==> config.mk <==
export PLATFORM = sky130hd
export DESIGN_NAME = sequential_shifter_left_logical
export DESIGN_NICKNAME = d
export VERILOG_FILES = /design/src/rtl/shifter_pkg.sv /design/src/rtl/configurable_mux.sv /design/src/rtl/fixed_shifter_left_logical.sv /design/src/rtl/sequential_shifter_left_logical.sv
export SDC_FILE = /design/constraint.sdc
export NUM_CORES = 1
export LEC_CHECK = 0
export CORE_UTILIZATION = 35
export CTS_CLUSTER_SIZE = 12
export DETAILED_ROUTE_END_ITERATION = 8
export PLACE_DENSITY = 0.52
export SLEW_MARGIN = 20
export SYNTH_ARGS = -nofsm -noshare
export SYNTH_HDL_FRONTEND = slang
export SYNTH_SLANG_ARGS = --single-unit
==> constraint.sdc <==
create_clock -name clk_i -period 2.7 [get_ports clk_i]
set_input_delay 0.54 -clock clk_i [delete_from_list [all_inputs] [get_ports clk_i]]
set_output_delay 0.54 -clock clk_i [all_outputs]
set_load 0.005 [all_outputs]
==> src/rtl/shifter_pkg.sv <==
// rtl/shifter_pkg.sv - shared types and default widths for the sequential left shifter
// Purpose: FSM state encoding and default parameter values.
// Ports:   none (package).
package shifter_pkg;

   localparam int NB_BITS_DATA_DEFAULT  = 32;
   localparam int NB_BITS_SHIFT_DEFAULT = 5;

   typedef enum logic [1:0] {
      IDLE  = 2'd0,
      SHIFT = 2'd1,
      DONE  = 2'd2
   } shift_state_t;

endpackage

==> src/rtl/configurable_mux.sv <==
// rtl/configurable_mux.sv - N-input one-hot-free select mux over a flattened input bus
// Purpose: returns slice sel_i of data_i; out-of-range selects return 0.
// Ports:   data_i [nb_inputs*nb_bits_data] flattened inputs (slice 0 = LSBs),
//          sel_i [nb_sel] select, data_o [nb_bits_data] selected slice.
module configurable_mux #(
   parameter int nb_bits_data = 32,
   parameter int nb_inputs    = 2,
   parameter int nb_sel       = 1
) (
   input  logic [nb_inputs*nb_bits_data-1:0] data_i,
   input  logic [nb_sel-1:0]                 sel_i,
   output logic [nb_bits_data-1:0]           data_o
);

   always_comb begin
      data_o = '0;
      for (int i = 0; i < nb_inputs; i++) begin
         if (sel_i == nb_sel'(i)) begin
            data_o = data_i[i*nb_bits_data +: nb_bits_data];
         end
      end
   end

endmodule

==> src/rtl/fixed_shifter_left_logical.sv <==
// rtl/fixed_shifter_left_logical.sv - conditional left shift by a constant amount
// Purpose: data_o = enable_i ? data_i << shift_value : data_i (zero fill).
// Ports:   data_i [nb_bits_data] operand, enable_i apply the shift,
//          data_o [nb_bits_data] result.
module fixed_shifter_left_logical #(
   parameter int nb_bits_data = 32,
   parameter int shift_value  = 1
) (
   input  logic [nb_bits_data-1:0] data_i,
   input  logic                    enable_i,
   output logic [nb_bits_data-1:0] data_o
);

   logic [nb_bits_data-1:0]   w_shifted;
   logic [2*nb_bits_data-1:0] w_mux_in;

   assign w_shifted = data_i << shift_value;
   assign w_mux_in  = {w_shifted, data_i};

   configurable_mux #(
      .nb_bits_data (nb_bits_data),
      .nb_inputs    (2),
      .nb_sel       (1)
   ) u_sel (
      .data_i (w_mux_in),
      .sel_i  (enable_i),
      .data_o (data_o)
   );

endmodule

==> src/rtl/sequential_shifter_left_logical.sv <==
// rtl/sequential_shifter_left_logical.sv - multi-cycle left logical shifter, one power-of-two stage per clock
// Purpose: SLL/SLLI execute unit; start/ready request, one-cycle valid_o result pulse.
// Optional: SHIFTER_LEFT_EARLY_EXIT_EN finishes once no higher shamt bits remain.
// Ports:   clk_i clock, rst_i sync active-high reset,
//          start_i request (taken when ready_o), data_i operand, shamt_i shift amount,
//          ready_o idle/done, valid_o result pulse, data_o result register.
// nb_bits_shift must satisfy 2**nb_bits_shift == nb_bits_data.
module sequential_shifter_left_logical
   import shifter_pkg::*;
#(
   parameter int nb_bits_data  = NB_BITS_DATA_DEFAULT,
   parameter int nb_bits_shift = NB_BITS_SHIFT_DEFAULT
) (
   input  logic                     clk_i,
   input  logic                     rst_i,
   input  logic                     start_i,
   input  logic [nb_bits_data-1:0]  data_i,
   input  logic [nb_bits_shift-1:0] shamt_i,
   output logic                     ready_o,
   output logic                     valid_o,
   output logic [nb_bits_data-1:0]  data_o
);

   localparam int CW = (nb_bits_shift > 1) ? $clog2(nb_bits_shift) : 1;
   localparam logic [CW-1:0] LAST_CNT = CW'(nb_bits_shift - 1);

   shift_state_t             r_state;
   logic [nb_bits_data-1:0]  r_data;
   logic [nb_bits_shift-1:0] r_shamt;
   logic [CW-1:0]            r_cnt;
   logic                     r_ready;
   logic                     r_valid;
   logic [nb_bits_data-1:0]  r_data_out;

   logic [nb_bits_shift*nb_bits_data-1:0] w_stage_bus;
   logic [nb_bits_data-1:0]               w_stage_out;
   logic                                  w_last;

   // Every stage sees the same r_data; only the stage picked by r_cnt is used.
   for (genvar k = 0; k < nb_bits_shift; k++) begin : g_stage
      fixed_shifter_left_logical #(
         .nb_bits_data (nb_bits_data),
         .shift_value  (1 << k)
      ) u_stage (
         .data_i   (r_data),
         .enable_i (r_shamt[k]),
         .data_o   (w_stage_bus[k*nb_bits_data +: nb_bits_data])
      );
   end

   configurable_mux #(
      .nb_bits_data (nb_bits_data),
      .nb_inputs    (nb_bits_shift),
      .nb_sel       (CW)
   ) u_stage_sel (
      .data_i (w_stage_bus),
      .sel_i  (r_cnt),
      .data_o (w_stage_out)
   );

`ifdef SHIFTER_LEFT_EARLY_EXIT_EN
   logic [nb_bits_shift-1:0] w_rest;
   // Bits above the current stage all clear: nothing left to apply.
   assign w_rest = r_shamt >> (r_cnt + CW'(1));
   assign w_last = (r_cnt == LAST_CNT) || (w_rest == '0);
`else
   assign w_last = (r_cnt == LAST_CNT);
`endif

   always_ff @(posedge clk_i) begin
      if (rst_i) begin
         r_state    <= IDLE;
         r_ready    <= 1'b1;
         r_valid    <= 1'b0;
         r_data_out <= '0;
         r_cnt      <= '0;
         r_data     <= '0;
         r_shamt    <= '0;
      end else begin
         r_valid <= 1'b0;
         case (r_state)
            IDLE: begin
               if (start_i) begin
                  r_data  <= data_i;
                  r_shamt <= shamt_i;
                  r_cnt   <= '0;
                  r_ready <= 1'b0;
                  r_state <= SHIFT;
               end
            end
            SHIFT: begin
               r_data <= w_stage_out;
               r_cnt  <= r_cnt + CW'(1);
               if (w_last) begin
                  r_data_out <= w_stage_out;
                  r_valid    <= 1'b1;
                  r_ready    <= 1'b1;
                  r_state    <= DONE;
               end
            end
            DONE: begin
               // A start here begins the next operation with no idle gap.
               if (start_i) begin
                  r_data  <= data_i;
                  r_shamt <= shamt_i;
                  r_cnt   <= '0;
                  r_ready <= 1'b0;
                  r_state <= SHIFT;
               end else begin
                  r_state <= IDLE;
               end
            end
            default: begin
               r_state <= IDLE;
               r_ready <= 1'b1;
            end
         endcase
      end
   end

   assign ready_o = r_ready;
   assign valid_o = r_valid;
   assign data_o  = r_data_out;

endmodule

==> impl_metrics.ini <==
[run_status]
status = complete, no violations

[clock_network]
htreeDepth = 3
cts_root_buf = clkbuf_16
post_cts_resize_count = 0
cts_tree = done
cts.clk_slew.worst_paths_ns = 0.06
clock_latency_ns = 0.35
cts_buffers = 9
cts_sinks = 76
cts_hold_buf = 0
post_cts_buffers = 0
cts_max_path_buffers = 2

[placement]
io_buffers = 73
dpl-instance-area_mm2 = 0.00649
gp_congestion = 0.861
hpwlAfterDp_um = 13100

[setup_path]
worstPathRequired_ns = 2.94
critPathKind = register to register
path_max_fanout = 28
r2r_cells = 7
end_kind = register
startpoint = r_cnt[2]
worstSetupStartpointType = register
cp_data_arrival_time_ns = 2.51
rrSetupSlack_ns = 0.42
crit-reg2reg-launch = r_cnt[2]
reg2reg_to = r_data[14]

[sta]
fin_tns_setup_ns = 0
min_period_over_period = 0.843
max_clock_freq_ghz = 0.439
final_max_slew_viol_count = 0
hold_viol_final = 0
slew_headroom = 0.461
rsz0062_at_grt = false
tightest_slew_ns = 0.807
worst_clock_skew_ns = 0.00773
final-setup-viol-count = 0
timing.final.crit_period_ns = 2.28

[floorplanning]
dieHeight_um = 129
design.portCount = 74
core_area_mm2 = 0.0154
dieArea_mm2 = 0.0166
num_rows = 45
die_w_um = 129
initial_core_util = 0.364

[finish]
design_area_mm2 = 0.00677
final_layout_size_suffix_gt1_frac = 0.130
antenna_cells = 0
nFillCells = 1577
sequential_cell_area_mm2 = 0.00152
fin_nets = 734
area_delta_synth_final_pct = 20.4
multiInputGateArea_mm2 = 0.00366
post-route-util = 0.439

[logic_synthesis]
synthTopCellsByArea = dfxtp_1 27%, mux2i_1 19%, o22ai_1 6.6%
synth_top_area_frac = 0.271
seq_area_frac_synth = 0.271
synth.avg_cell_area_um2 = 8.43
synth_nets = 712
yosysUniqueCellTypes = 47
yosys_warnings = 0
synth-seq-cells = 76
ys.flop_type = dfxtp_1
syn_area_mm2 = 0.00562
synth-edff-count = 0
yosysTopAreaCell = dfxtp_1
syn_inst = 667
async_reset_ff_frac = 0

[hold_path]
whs_path_depth = 2
hold-path-endpoint = data_o[0]
hold_start = data_o[0]
holdCritPathClass = register to register

[grt]
grt_overflow = 0
grt_pass1_wl_um = 31100
grtUsageTotal = 0.246
first_global_vias = 5307
grt_max_degree = 36
antenna_found_initial = 0

[flow_run]
max_cap_viol_count = 0

[power]
vdd_drop_max_uv = 304
power_switching_share = 0.325
power.density_mw_per_mm2 = 493
p_seq_frac = 0.409
clockPowerShare = 0.362
p_leak_uw = 0.00210
combPwrFrac = 0.229
p_int_uw = 2250
p_switching_uw = 1080

[drt]
first_iter_violations = 377
ant_nets = 0
routed_wl_um = 19800
vias_per_cell = 6.12
num_vias = 5524
firstDrtPassIters = 5
drc = 0
detail_route.wl_per_cell_um = 21.9
-- worst max-delay path: stages, from the launching register on --
cell and delay (ns):
dfxtp_1 0.57, inv_1 0.09, ha_1 0.32, or3b_1 0.43, buf_12 0.19, o22ai_1 0.19, a211oi_1 0.08, a221o_1 0.29
-- cell families after synthesis --
kind of cell	share of synthesized area
fa+ha+maj	0.0111
mux	0.253
simple gates	0.108
buf+inv	0.0804
compound gates	0.277
flops	0.271
-- registers in the layout, summed over array words and instances (netlist names) --
register,cells
ready_o,1
r_state,2
r_shamt,5
data_o,32
r_data,32
valid_o,1
r_cnt,3
-- cells in the mapped netlist (3+ instances only) --
master     number
o22ai_1        59
nor3_1         14
buf_4           3
a221oi_1        5
a221o_1         8
o31a_1          4
dfxtp_1        76
ha_1            5
inv_1          10
buf_1           9
buf_2          28
mux2_2         32
mux2i_1       106
nand2b_1        7
a211oi_1       40
o2bb2ai_1       3
o21ai_0        15
nand2_1        28
nor3b_1        11
o2111ai_1      12
a22oi_1        16
clkbuf_1       52
o22a_1         11
a21oi_1        22
o32ai_1         4
nor2_1         53
nor2b_1         3
-- placed cells by master, fill, tap and decap left out, types with 3 or more instances in the layout --
cell type,synthesis,routed
mux2i_1,106,106
dfxtp_1,76,74
clkdlybuf4s50_1,0,72
o22ai_1,59,59
nor2_1,53,52
a211oi_1,40,40
mux2_2,32,32
buf_4,3,29
nand2_1,28,28
a21oi_1,22,22
a22oi_1,16,16
o21ai_0,15,15
nor3_1,14,13
o2111ai_1,12,12
o22a_1,11,11
nor3b_1,11,11
inv_1,10,10
clkbuf_16,0,9
a221o_1,8,8
nand2b_1,7,7
a221oi_1,5,5
ha_1,5,5
o31a_1,4,4
o32ai_1,4,4
o2bb2ai_1,3,3
buf_12,0,3
-- power by group through the flow --
| stage | Combinational (µW) | Sequential, µW | Clock, µW |
|---|---|---|---|
| global route | 827 | 1370 | 1280 |
| CTS | 755 | 1360 | 1230 |
| floorplan | 629 | 1230 | 0 |
| finish | 765 | 1360 | 1210 |
| global placement | 739 | 1380 | 0 |
| detailed placement | 751 | 1380 | 0 |
-- through the flow --
step                hold slack [ns]  setup WS (ns)  total power, µW  std cells
global placement              0.446          0.474             2120        889
detailed placement            0.458          0.436             2130        889
floorplan                     0.448          0.619             1860        667
CTS                           0.467          0.446             3340        903
global route                  0.493          0.220             3480        903
finish                        0.467          0.424             3340        903
-- per-layer routing --
metal	up-vias	global-route usage	routed length [µm]
li1	2580	-	-
met1	2671	0.340	9120
met2	243	0.375	8610
met3	30	0.0424	1530
met4	0	0.106	517
met5	-	0	0
-- worst max path at each step --
stage | cells after the start | end | slack [ns]
floorplan | 10 | r_data[13] | 0.62
global route | 6 | r_data[6] | 0.22
CTS | 7 | r_data[13] | 0.45
global placement | 5 | r_data[8] | 0.47
finish | 7 | r_data[14] | 0.42
detailed placement | 5 | r_data[11] | 0.44
-- final cells by class --
class	count	share of cell area
Inverter	10	0.00555
Clock buffer	9	0.0333
Clock inverter	5	0.00814
Timing Repair Buffer	105	0.148
Multi-Input combinational cell	487	0.540
Sequential cell	76	0.225
Tap cell	211	0.0390
Power figures use the tool's default switching activity.
